--- src/rtl/alu_pkg.sv ---
// Shared definitions for the 4-bit ALU: opcode encodings, datapath width and
// a small helper used to form the zero flag.
package alu_pkg;

  localparam int ALU_W = 4;

  localparam logic [2:0] OP_ADD = 3'd0;
  localparam logic [2:0] OP_SUB = 3'd1;
  localparam logic [2:0] OP_AND = 3'd2;
  localparam logic [2:0] OP_OR  = 3'd3;
  localparam logic [2:0] OP_XOR = 3'd4;
  localparam logic [2:0] OP_NOT = 3'd5;
  localparam logic [2:0] OP_SHL = 3'd6;
  localparam logic [2:0] OP_SHR = 3'd7;

  // Zero flag helper: 1 when every result bit is clear.
  function automatic logic is_zero(input logic [ALU_W-1:0] value);
    return (value == {ALU_W{1'b0}});
  endfunction

endpackage

--- src/rtl/alu_4bit_comb.sv ---
// Purely combinational core of the 4-bit ALU: opcode decode, result and
// carry / zero / overflow generation.
// Ports:
//   a_i, b_i     : operands
//   sel_i        : operation select (see alu_pkg opcodes)
//   result_o     : 4-bit result
//   carry_o      : carry-out, no-borrow, or shifted-out bit
//   zero_o       : 1 when result_o is zero
//   overflow_o   : two's-complement overflow (ADD/SUB only)
module alu_4bit_comb
  import alu_pkg::*;
(
  input  logic [ALU_W-1:0] a_i,
  input  logic [ALU_W-1:0] b_i,
  input  logic [2:0]       sel_i,
  output logic [ALU_W-1:0] result_o,
  output logic             carry_o,
  output logic             zero_o,
  output logic             overflow_o
);

  logic [ALU_W:0]   sum_s;
  logic [ALU_W-1:0] res_s;
  logic             carry_s;
  logic             ovf_s;

  // Opcode decode with result, carry and overflow generation.
  always_comb begin
    sum_s   = {(ALU_W+1){1'b0}};
    res_s   = {ALU_W{1'b0}};
    carry_s = 1'b0;
    ovf_s   = 1'b0;
    case (sel_i)
      OP_ADD: begin
        sum_s   = {1'b0, a_i} + {1'b0, b_i};
        res_s   = sum_s[ALU_W-1:0];
        carry_s = sum_s[ALU_W];
        ovf_s   = (a_i[ALU_W-1] == b_i[ALU_W-1]) && (res_s[ALU_W-1] != a_i[ALU_W-1]);
      end
      OP_SUB: begin
        // Subtract as A + ~B + 1 so the carry-out reads as "no borrow".
        sum_s   = {1'b0, a_i} + {1'b0, ~b_i} + 5'd1;
        res_s   = sum_s[ALU_W-1:0];
        carry_s = sum_s[ALU_W];
        ovf_s   = (a_i[ALU_W-1] != b_i[ALU_W-1]) && (res_s[ALU_W-1] != a_i[ALU_W-1]);
      end
      OP_AND: res_s = a_i & b_i;
      OP_OR:  res_s = a_i | b_i;
      OP_XOR: res_s = a_i ^ b_i;
      OP_NOT: res_s = ~a_i;
      OP_SHL: begin
        res_s   = {a_i[ALU_W-2:0], 1'b0};
        carry_s = a_i[ALU_W-1];
      end
      OP_SHR: begin
        res_s   = {1'b0, a_i[ALU_W-1:1]};
        carry_s = a_i[0];
      end
      default: begin
        res_s   = {ALU_W{1'b0}};
        carry_s = 1'b0;
        ovf_s   = 1'b0;
      end
    endcase
  end

  assign result_o   = res_s;
  assign carry_o    = carry_s;
  assign zero_o     = is_zero(res_s);
  assign overflow_o = ovf_s;

endmodule

--- src/rtl/alu_4bit.sv ---
// Registered 4-bit ALU execute stage. Operands and opcode are sampled every
// rising edge; result and flags come straight from flops one cycle later.
// Ports:
//   clk      : rising-edge clock
//   rst_n    : synchronous active-low reset, clears all outputs
//   A, B     : operands
//   Sel      : operation select
//   Result   : registered result
//   Carry    : registered carry / no-borrow / shifted-out bit
//   Zero     : registered zero flag
//   Overflow : registered signed overflow flag
module alu_4bit
  import alu_pkg::*;
(
  input  logic             clk,
  input  logic             rst_n,
  input  logic [ALU_W-1:0] A,
  input  logic [ALU_W-1:0] B,
  input  logic [2:0]       Sel,
  output logic [ALU_W-1:0] Result,
  output logic             Carry,
  output logic             Zero,
  output logic             Overflow
);

  logic [ALU_W-1:0] result_d;
  logic             carry_d;
  logic             zero_d;
  logic             overflow_d;

  logic [ALU_W-1:0] result_q;
  logic             carry_q;
  logic             zero_q;
  logic             overflow_q;

  alu_4bit_comb u_comb (
    .a_i        (A),
    .b_i        (B),
    .sel_i      (Sel),
    .result_o   (result_d),
    .carry_o    (carry_d),
    .zero_o     (zero_d),
    .overflow_o (overflow_d)
  );

  // Output register; reset wins over the operation presented in the same cycle.
  always_ff @(posedge clk) begin
    if (!rst_n) begin
      result_q   <= {ALU_W{1'b0}};
      carry_q    <= 1'b0;
      zero_q     <= 1'b0;
      overflow_q <= 1'b0;
    end else begin
      result_q   <= result_d;
      carry_q    <= carry_d;
      zero_q     <= zero_d;
      overflow_q <= overflow_d;
    end
  end

  assign Result   = result_q;
  assign Carry    = carry_q;
  assign Zero     = zero_q;
  assign Overflow = overflow_q;

endmodule

--- config.mk ---
export PLATFORM = sky130hd
export DESIGN_NAME = alu_4bit
export DESIGN_NICKNAME = d
export VERILOG_FILES = /design/src/rtl/alu_pkg.sv /design/src/rtl/alu_4bit_comb.sv /design/src/rtl/alu_4bit.sv
export SDC_FILE = /design/constraint.sdc
export NUM_CORES = 1
export LEC_CHECK = 0
export ABC_AREA = 1
export BUFFER_PORTS_ARGS = -buffer_cell sky130_fd_sc_hd__buf_4
export CAP_MARGIN = 0
export CORE_UTILIZATION = 45
export CTS_BUF_LIST = sky130_fd_sc_hd__clkbuf_4
export DETAILED_ROUTE_END_ITERATION = 7
export PLACE_DENSITY = 0.68
export SYNTH_ARGS = -nofsm -noshare
export SYNTH_HDL_FRONTEND = slang
export SYNTH_SLANG_ARGS = --single-unit
export TNS_END_PERCENT = 1
--- constraint.sdc ---
create_clock -name clk -period 4.1 [get_ports clk]
set_input_delay 0.41 -clock clk [delete_from_list [all_inputs] [get_ports clk]]
set_output_delay 0.41 -clock clk [all_outputs]
set_load 0.03 [all_outputs]
==> results of run 1 <==
## routing by layer
layer	vias to the layer above	GRT usage (%)	wire length (um)
met5	-	0	0
met4	0	12.0	48
met3	4	0.385	83
met2	31	38.6	1020
met1	411	27.4	923
li1	486	-	-
## cell usage in the layout, fill, tap and decap left out, types with 2 or more instances in the layout
| cell type | count |
|---|---|
| inv_1 | 18 |
| nand3_1 | 14 |
| a21oi_2 | 2 |
| nand4_1 | 4 |
| buf_4 | 19 |
| dfxtp_1 | 7 |
| nor2_1 | 22 |
| o21ai_0 | 10 |
| inv_4 | 2 |
| inv_2 | 2 |
| o211ai_1 | 2 |
| fa_1 | 2 |
| a21oi_1 | 4 |
| ha_1 | 12 |
| nand2_2 | 2 |
| nand2_1 | 23 |
| clkbuf_4 | 4 |
## cell families (layout without fill, tap and decap cells)
| logic type | after synthesis | after routing | synth area share (%) |
|---|---|---|---|
| adder cells (fa/ha/maj) | 14 | 14 | 21.1 |
| flip-flops | 7 | 7 | 15.5 |
| AND/OR/NAND/NOR | 70 | 70 | 34.9 |
| AO/OA/AOI/OAI | 21 | 21 | 13.3 |
| XOR/XNOR | 1 | 1 | 0.970 |
| buffers and inverters | 26 | 45 | 14.3 |
## worst max-delay path, delay by kind of cell
family          cells  cell delay, ns
fa+ha+maj           2            0.57
simple gates        2            0.11
buf+inv             4            0.38
compound gates      3            0.48
## flip-flops by register name (all words and copies together) (netlist names)
| signal | count |
|---|---|
| Carry | 1 |
| Zero | 1 |
| Overflow | 1 |
| Result | 4 |
## worst paths after layout
path / slack (ns) / cells past startpoint / from / to
setup / recovery: 2.28 / 11 / A[0] / Carry
hold / removal: 0.39 / 3 / rst_n / Result[2]
## power groups by stage
| stage | combinational (mW) | clock (mW) | sequential [mW] |
|---|---|---|---|
| after floorplan | 0.0629 | 0 | 0.0884 |
| after global placement | 0.105 | 0 | 0.0767 |
| after detailed placement | 0.105 | 0 | 0.0766 |
| after CTS | 0.106 | 0.0713 | 0.0752 |
| after global routing | 0.120 | 0.0750 | 0.0761 |
| final | 0.107 | 0.0688 | 0.0752 |
## layout make-up
type,instances,area share [%]
Timing Repair Buffer,19,13.4
Clock buffer,4,2.82
Tap cell,25,2.93
Inverter,22,8.22
Multi-Input combinational cell,106,59.5
Sequential cell,7,13.1
==> results.yml, run 1 <==
floorplan:
  io_pins: 20
  fp-row-count: 15
  die_y_um: 46.8
  die_w_um: 46.8
  start_util_pct: 50.1
  core_um2: 1800
  die_area_um2: 2190
route:
  postRouteWirelength_um: 2080
  drtIter0Drc: 28
  ant_nets: 0
  vias_per_cell: 5.09
  drt-pass1-iter-count: 5
  wl_per_cell_um: 11.3
  drc_errors: 0
  vias: 932
synth:
  synth-seq-area-share_pct: 15.5
  syn_nets: 166
  async_flop_share_pct: 0
  synth_most_common_cell: "nand2_1"
  synth_edf_count: 0
  ys_warn_count: 0
  synth_flop_cell: "dfxtp_1"
  netlist_instances: 139
  synth_seq_cells: 7
  synthTopCellsByCount: "nand2_1, nor2_1, inv_1"
  post_synth_num_cell_types: 26
  yosysTopAreaCell: "ha_1"
  syn-cell-area_um2: 903
  yosysTopAreaCellShare_pct: 16.6
  synth.avg_cell_area_um2: 6.50
  ys_top_cells_by_area: "ha_1, dfxtp_1, nand2_1"
clock_tree:
  cts_max_level: 1
  post_cts_resized: 0
  clockBufferDepth: 2
  cts_tree: "done"
  hold_buffers: 0
  cts_sinks: 7
  post_cts_buffers: 0
  tritoncts.num_buffers: 3
  cts_root_buf: "clkbuf_4"
  path_clk_slew_ns: 0.05
setup_path:
  crit_fanout: 4
  cp_slowest_cell: "fa_1"
  critPathArrivalTime_ns: 1.96
  worstPathCellList: "buf_4 -> inv_1 -> ha_1 -> inv_1 -> fa_1 -> a21oi_1 -> nor2_1 -> o21ai_0 -> nand2_1 -> o21ai_0 -> inv_1"
  critPathMaxStageDelay_ns: 0.41
  cp.required_ns: 4.24
  cpMostUsedCell: "inv_1"
  end_kind: "register"
  path_class: "input port to register"
  cp-start-kind: "input port"
timing:
  finalCritPeriodShare_pct: 44.3
  worstMarginPinSlew_ns: 0.261
  slew_headroom_pct: 82.4
  finalMaxSlewViolations: 0
  rsz0062_at_grt: "no"
  final-hold-violation-count: 0
  worst_slack_ns: 2.28
  hold_ws_ns: 0.386
  setup_violations: 0
  tns_ns: 0
  min_period_ns: 1.82
  max_freq_mhz: 551
placement:
  placed_cells: 179
  dp.final_hpwl_um: 1730
  postPlaceCellArea_um2: 1040
  globalplace.congestion: 0.913
  portBuffers: 19
  pre_cts_ws_ns: 2.05
power_and_ir_drop:
  seqPwrFrac_pct: 30.0
  swShare_pct: 37.3
  p_int_mw: 0.157
  leakage_nw: 0.583
  combPwrFrac_pct: 42.5
  powerDensity_nw_per_um2: 235
  ir_drop_mv: 0.120
  total_power_mw: 0.251
  p_clk_share_pct: 27.5
  p_switching_mw: 0.0934
final_layout:
  syn_to_final_growth_pct: 18.0
  finalNonFillerCells: 183
  nets: 186
  drive_gt1_share_pct: 21.5
  fin_util_pct: 59.2
  multiInputGateArea_um2: 634
  num_antenna_cells: 0
  regArea_um2: 140
  fillerInstances: 176
  stdcell_area_um2: 1070
global_route:
  antenna_found_initial: 0
  first_global_vias: 847
  grt_start_max_net_pins: 11
  grtUsageTotal_pct: 22.0
  grt_pass1_wl_um: 3470
  gr-total-overflow: 0
run:
  maxCapViolCount: 0
outcome:
  status: "completed"
hold_path:
  hold_class: "input port to register"
Power figures use the tool's default switching activity.
==> inputs of run 2 (changes only) <==
==> constraint.sdc (replaced) <==
create_clock -name clk -period 1.8 [get_ports clk]
set_input_delay 0.18 -clock clk [delete_from_list [all_inputs] [get_ports clk]]
set_output_delay 0.18 -clock clk [all_outputs]
set_load 0.03 [all_outputs]
==> run 2 against run 1 <==
Via count down 1.1%; sequential cell count unchanged; final area up 0.70%.
==> results.yml, run 2 (synthesis gave the netlist of run 1 again) <==
timing:
  finalCritPeriodShare_pct: 81.0
  slew_headroom_pct: 80.7
  rsz0062_at_grt: "no"
  setup_violations: 0
  tns_ns: 0
  worstMarginPinSlew_ns: 0.288
  finalMaxSlewViolations: 0
  min_period_ns: 1.46
  max_freq_mhz: 686
  final-hold-violation-count: 0
setup_path:
  critPathArrivalTime_ns: 1.59
  path_class: "input port to register"
  crit_fanout: 3
  cp-start-kind: "input port"
  end_kind: "register"
  cp.required_ns: 1.94
clock_tree:
  cts_tree: "done"
  post_cts_resized: 0
  cts_max_level: 1
  clockBufferDepth: 2
  hold_buffers: 0
  tritoncts.num_buffers: 3
  cts_sinks: 7
  post_cts_buffers: 0
  cts_root_buf: "clkbuf_4"
  path_clk_slew_ns: 0.05
final_layout:
  largest_register_ffs: 4
  final_common_cell: "nand2_1"
  fillerInstances: 185
  finalNonFillerCells: 184
  fin_util_pct: 59.6
  nets: 187
  stdcell_area_um2: 1070
  drive_gt1_share_pct: 22.0
  final_cell_mix: "nand2_1, nor2_1, buf_4, inv_1, nand3_1"
  num_antenna_cells: 0
  syn_to_final_growth_pct: 18.8
route:
  wl_per_cell_um: 11.1
  postRouteWirelength_um: 2040
  drtIter0Drc: 26
  vias: 922
  vias_per_cell: 5.01
  ant_nets: 0
  drc_errors: 0
  drt-pass1-iter-count: 4
floorplan:
  fp-row-count: 15
  core_um2: 1800
  die_w_um: 46.8
  die_y_um: 46.8
  io_pins: 20
  die_area_um2: 2190
  start_util_pct: 50.1
power_and_ir_drop:
  total_power_mw: 0.566
  powerDensity_nw_per_um2: 528
  ir_drop_mv: 0.272
  leakage_nw: 0.588
global_route:
  grt_start_max_net_pins: 11
  antenna_found_initial: 0
  gr-total-overflow: 0
  first_global_vias: 795
  grtUsageTotal_pct: 21.5
  grt_pass1_wl_um: 3310
run:
  maxCapViolCount: 0
placement:
  globalplace.congestion: 0.897
  portBuffers: 19
  placed_cells: 180
  dp.final_hpwl_um: 1720
  postPlaceCellArea_um2: 1040
hold_path:
  hold_class: "input port to register"
  holdPathEnd: "Result[2]"
  min-delay-start: "rst_n"
  whs_path_depth: 3
outcome:
  status: "completed"
==> run 2: area by class of cell <==
type | instances | area, um^2 | share of cell area, %
multi-input combinational | 106 | 634 | 59.1
timing repair buffer | 20 | 150 | 14.0
sequential | 7 | 140 | 13.1
inverter | 22 | 87.6 | 8.16
tap | 25 | 31.3 | 2.91
clock buffer | 4 | 30.0 | 2.80
==> run 2: layer usage <==
layer	track usage, %	up-vias	wire [um]
li1	-	486	-
met1	29.5	395	887
met2	30.8	35	962
met3	1.15	6	140
met4	17.7	0	46
met5	0	-	0
==> run 2: where the power goes <==
| group | switching (mW) | internal, mW |
|---|---|---|
| Clock | 0.0509 | 0.0992 |
| Combinational | 0.153 | 0.0919 |
| Sequential | 0.00296 | 0.168 |
| Total | 0.207 | 0.360 |
==> run 2: worst max-delay path by stage <==
| stage | start | end | slack, ns | depth (start not counted) |
|---|---|---|---|---|
| floorplan | A[0] | Carry | 0.31 | 10 |
| global placement | A[0] | Carry | 0.09 | 11 |
| detailed placement | A[0] | Carry | 0.1 | 11 |
| CTS | A[0] | Carry | 0.35 | 11 |
| global route | A[0] | Carry | 0.23 | 11 |
| finish | A[0] | Carry | 0.34 | 11 |
==> run 2: worst max-delay path, stage by stage <==
cell,delay (ns)
buf_4,0.12
ha_1,0.25
fa_1,0.40
nand2_1,0.07
inv_1,0.05
nor2_1,0.08
nor2_1,0.04
o21ai_0,0.14
nand2_1,0.07
o21ai_0,0.14
inv_1,0.05
==> run 2: per-stage QoR <==
stage,hold WS [ns],setup slack [ns]
2_1_floorplan,0.304,0.311
3_5_place_dp,0.412,0.0955
6_report,0.166,0.342
4_1_cts,0.156,0.351
5_1_grt,0.167,0.226
3_3_place_gp,0.415,0.0867
==> inputs of run 3 (changes only) <==
--- a/config.mk
+++ b/config.mk
@@ -5,13 +5,13 @@
 export SDC_FILE = /design/constraint.sdc
 export NUM_CORES = 1
 export LEC_CHECK = 0
-export ABC_AREA = 1
+export ABC_AREA = 0
 export BUFFER_PORTS_ARGS = -buffer_cell sky130_fd_sc_hd__buf_4
 export CAP_MARGIN = 0
 export CORE_UTILIZATION = 45
 export CTS_BUF_LIST = sky130_fd_sc_hd__clkbuf_4
 export DETAILED_ROUTE_END_ITERATION = 7
-export PLACE_DENSITY = 0.68
+export PLACE_DENSITY = 0.71
 export SYNTH_ARGS = -nofsm -noshare
 export SYNTH_HDL_FRONTEND = slang
 export SYNTH_SLANG_ARGS = --single-unit
==> constraint.sdc (replaced) <==
create_clock -name clk -period 1.17 [get_ports clk]
set_input_delay 0.117 -clock clk [delete_from_list [all_inputs] [get_ports clk]]
set_output_delay 0.117 -clock clk [all_outputs]
set_load 0.03 [all_outputs]
==> run 3 against run 2 <==
The flow now finishes with violations (negative setup slack); count of clock-buffer cells in the layout unchanged; non-clock buffer count up 28; sequential cell count unchanged; die area down 5.4%; combinational power up 120%; via count up 6.0%; critical path depth down 3; first-iteration DRC count up 85%.
==> results.yml, run 3 <==
clock_tree:
  cts_sinks: 7
  cts_root_buf: "clkbuf_4"
  path_clk_slew_ns: 0.05
  clockBufferDepth: 2
  cts_max_level: 1
  post_cts_buffers: 0
  tritoncts.num_buffers: 3
  hold_buffers: 0
  cts_tree: "done"
final_layout:
  fillerInstances: 123
  syn_to_final_growth_pct: 63.0
  drive_gt1_share_pct: 47.1
  regArea_um2: 140
  final_cell_mix: "buf_4, nand2_1, a21oi_1, dfxtp_1, ha_1"
  num_antenna_cells: 0
  final_common_cell: "buf_4"
  largest_register_ffs: 4
  nets: 183
  multiInputGateArea_um2: 727
global_route:
  gr-total-overflow: 0
  antenna_found_initial: 0
  grtUsageTotal_pct: 25.2
  grt_start_max_net_pins: 24
  grt_pass1_wl_um: 3850
  first_global_vias: 905
run:
  maxCapViolCount: 0
route:
  wl_per_cell_um: 13.3
  drc_errors: 0
  drtIter0Drc: 48
  postRouteWirelength_um: 2390
  vias: 977
  vias_per_cell: 5.43
  drt-pass1-iter-count: 4
  ant_nets: 0
floorplan:
  die_w_um: 45.5
  fp-row-count: 15
  start_util_pct: 48.8
  io_pins: 20
  core_um2: 1750
  die_y_um: 45.5
  die_area_um2: 2070
placement:
  dp.final_hpwl_um: 1660
  globalplace.congestion: 0.872
  portBuffers: 19
  pre_cts_ws_ns: -0.591
synth:
  synth-seq-area-share_pct: 16.4
  synth_edf_count: 0
  synth.avg_cell_area_um2: 7.68
  yosysTopAreaCellShare_pct: 17.6
  synth_flop_cell: "dfxtp_1"
  post_synth_num_cell_types: 38
  ys_warn_count: 0
  ys_top_cells_by_area: "ha_1, dfxtp_1, a21oi_1"
  synthTopCellsByCount: "ha_1, inv_1, a21oi_1, nand2_1, dfxtp_1"
  syn_nets: 138
  synth_seq_cells: 7
  synth_most_common_cell: "ha_1"
  async_flop_share_pct: 0
  yosysTopAreaCell: "ha_1"
  netlist_instances: 111
  syn-cell-area_um2: 852
setup_path:
  path_class: "input port to register"
  critPathArrivalTime_ns: 1.57
  cp.required_ns: 1.36
  crit_fanout: 3
  cp-start-kind: "input port"
  end_kind: "register"
timing:
  min_period_ns: 1.38
  finalMaxSlewViolations: 0
  worst_slack_ns: -0.210
  rsz0062_at_grt: "yes"
  max_freq_mhz: 725
  finalCritPeriodShare_pct: 118
  slew_headroom_pct: 81.3
  worstMarginPinSlew_ns: 0.279
  final-hold-violation-count: 0
  setup_violations: 6
outcome:
  status: "finished, violations left"
  violations: "negative setup slack"
power_and_ir_drop:
  powerDensity_nw_per_um2: 749
  ir_drop_mv: 0.463
  leakage_nw: 0.627
  total_power_mw: 1.04
hold_path:
  hold_class: "input port to register"
## run 3: cell type report
type | instances | share of cell area (%)
clock buffers | 4 | 2.16
well taps | 25 | 2.25
inverters | 11 | 3.87
flip-flops and latches | 7 | 10.1
multi-input cells | 85 | 52.3
repair buffers | 48 | 29.3
## run 3: path summary, 6_finish.rpt
check	startpoint	end	slack (ns)	cells past startpoint
hold / removal	rst_n	Result[3]	0.13	2
setup / recovery	B[1]	Result[3]	-0.21	8
## run 3: routing by layer
metal	GRT usage, %	wire, um	vias to the layer above
met2	45.4	1260	45
met5	0	0	-
met4	8.48	74	0
li1	-	-	474
met3	1.19	124	11
met1	31.3	926	447
## run 3: metrics by stage
stage / util [%] / std cells / area (um^2) / hold WS [ns] / TNS (ns)
3_5_place_dp: 69.4 / 176 / 1210 / 0.372 / -3.09
3_3_place_gp: 69.4 / 176 / 1210 / 0.369 / -3.02
2_1_floorplan: - / 111 / 852 / 0.233 / -1.55
4_1_cts: 75.2 / 180 / 1310 / 0.125 / -0.891
5_1_grt: 79.6 / 180 / 1390 / 0.135 / -1.27
6_report: 79.6 / 180 / 1390 / 0.126 / -0.942
## run 3: cell families after synthesis
| family | after synthesis | share of synthesized area, % |
|---|---|---|
| flops | 7 | 16.4 |
| fa+ha+maj | 14 | 22.3 |
| buf+inv | 19 | 10.1 |
| xor+xnor | 5 | 5.14 |
| simple gates | 36 | 22.0 |
| mux | 1 | 1.17 |
| compound gates | 29 | 22.8 |
## run 3: worst max-delay path, stage by stage
cell and delay [ns]:
buf_6 0.08, inv_4 0.04, ha_4 0.28, nor3_2 0.05, a211o_1 0.26, or3_4 0.37, a32oi_2 0.23, and2_1 0.14
## run 3: timing repair
| action | in CTS | in global routing |
|---|---|---|
| endpoints found under the setup margin | 6 | 6 |
| cloned | 0 | 0 |
| pin swaps | 12 | 9 |
| endpoints found under the hold margin | 0 | 0 |
| gates resized for setup | 17 | 18 |
## run 3: report_power, final
group / leakage [nW] / internal, mW / total (mW) / switching [mW]
Sequential: 0.0577 / 0.256 / 0.261 / 0.00454
Clock: 0.0184 / 0.153 / 0.236 / 0.0832
Combinational: 0.551 / 0.277 / 0.543 / 0.267
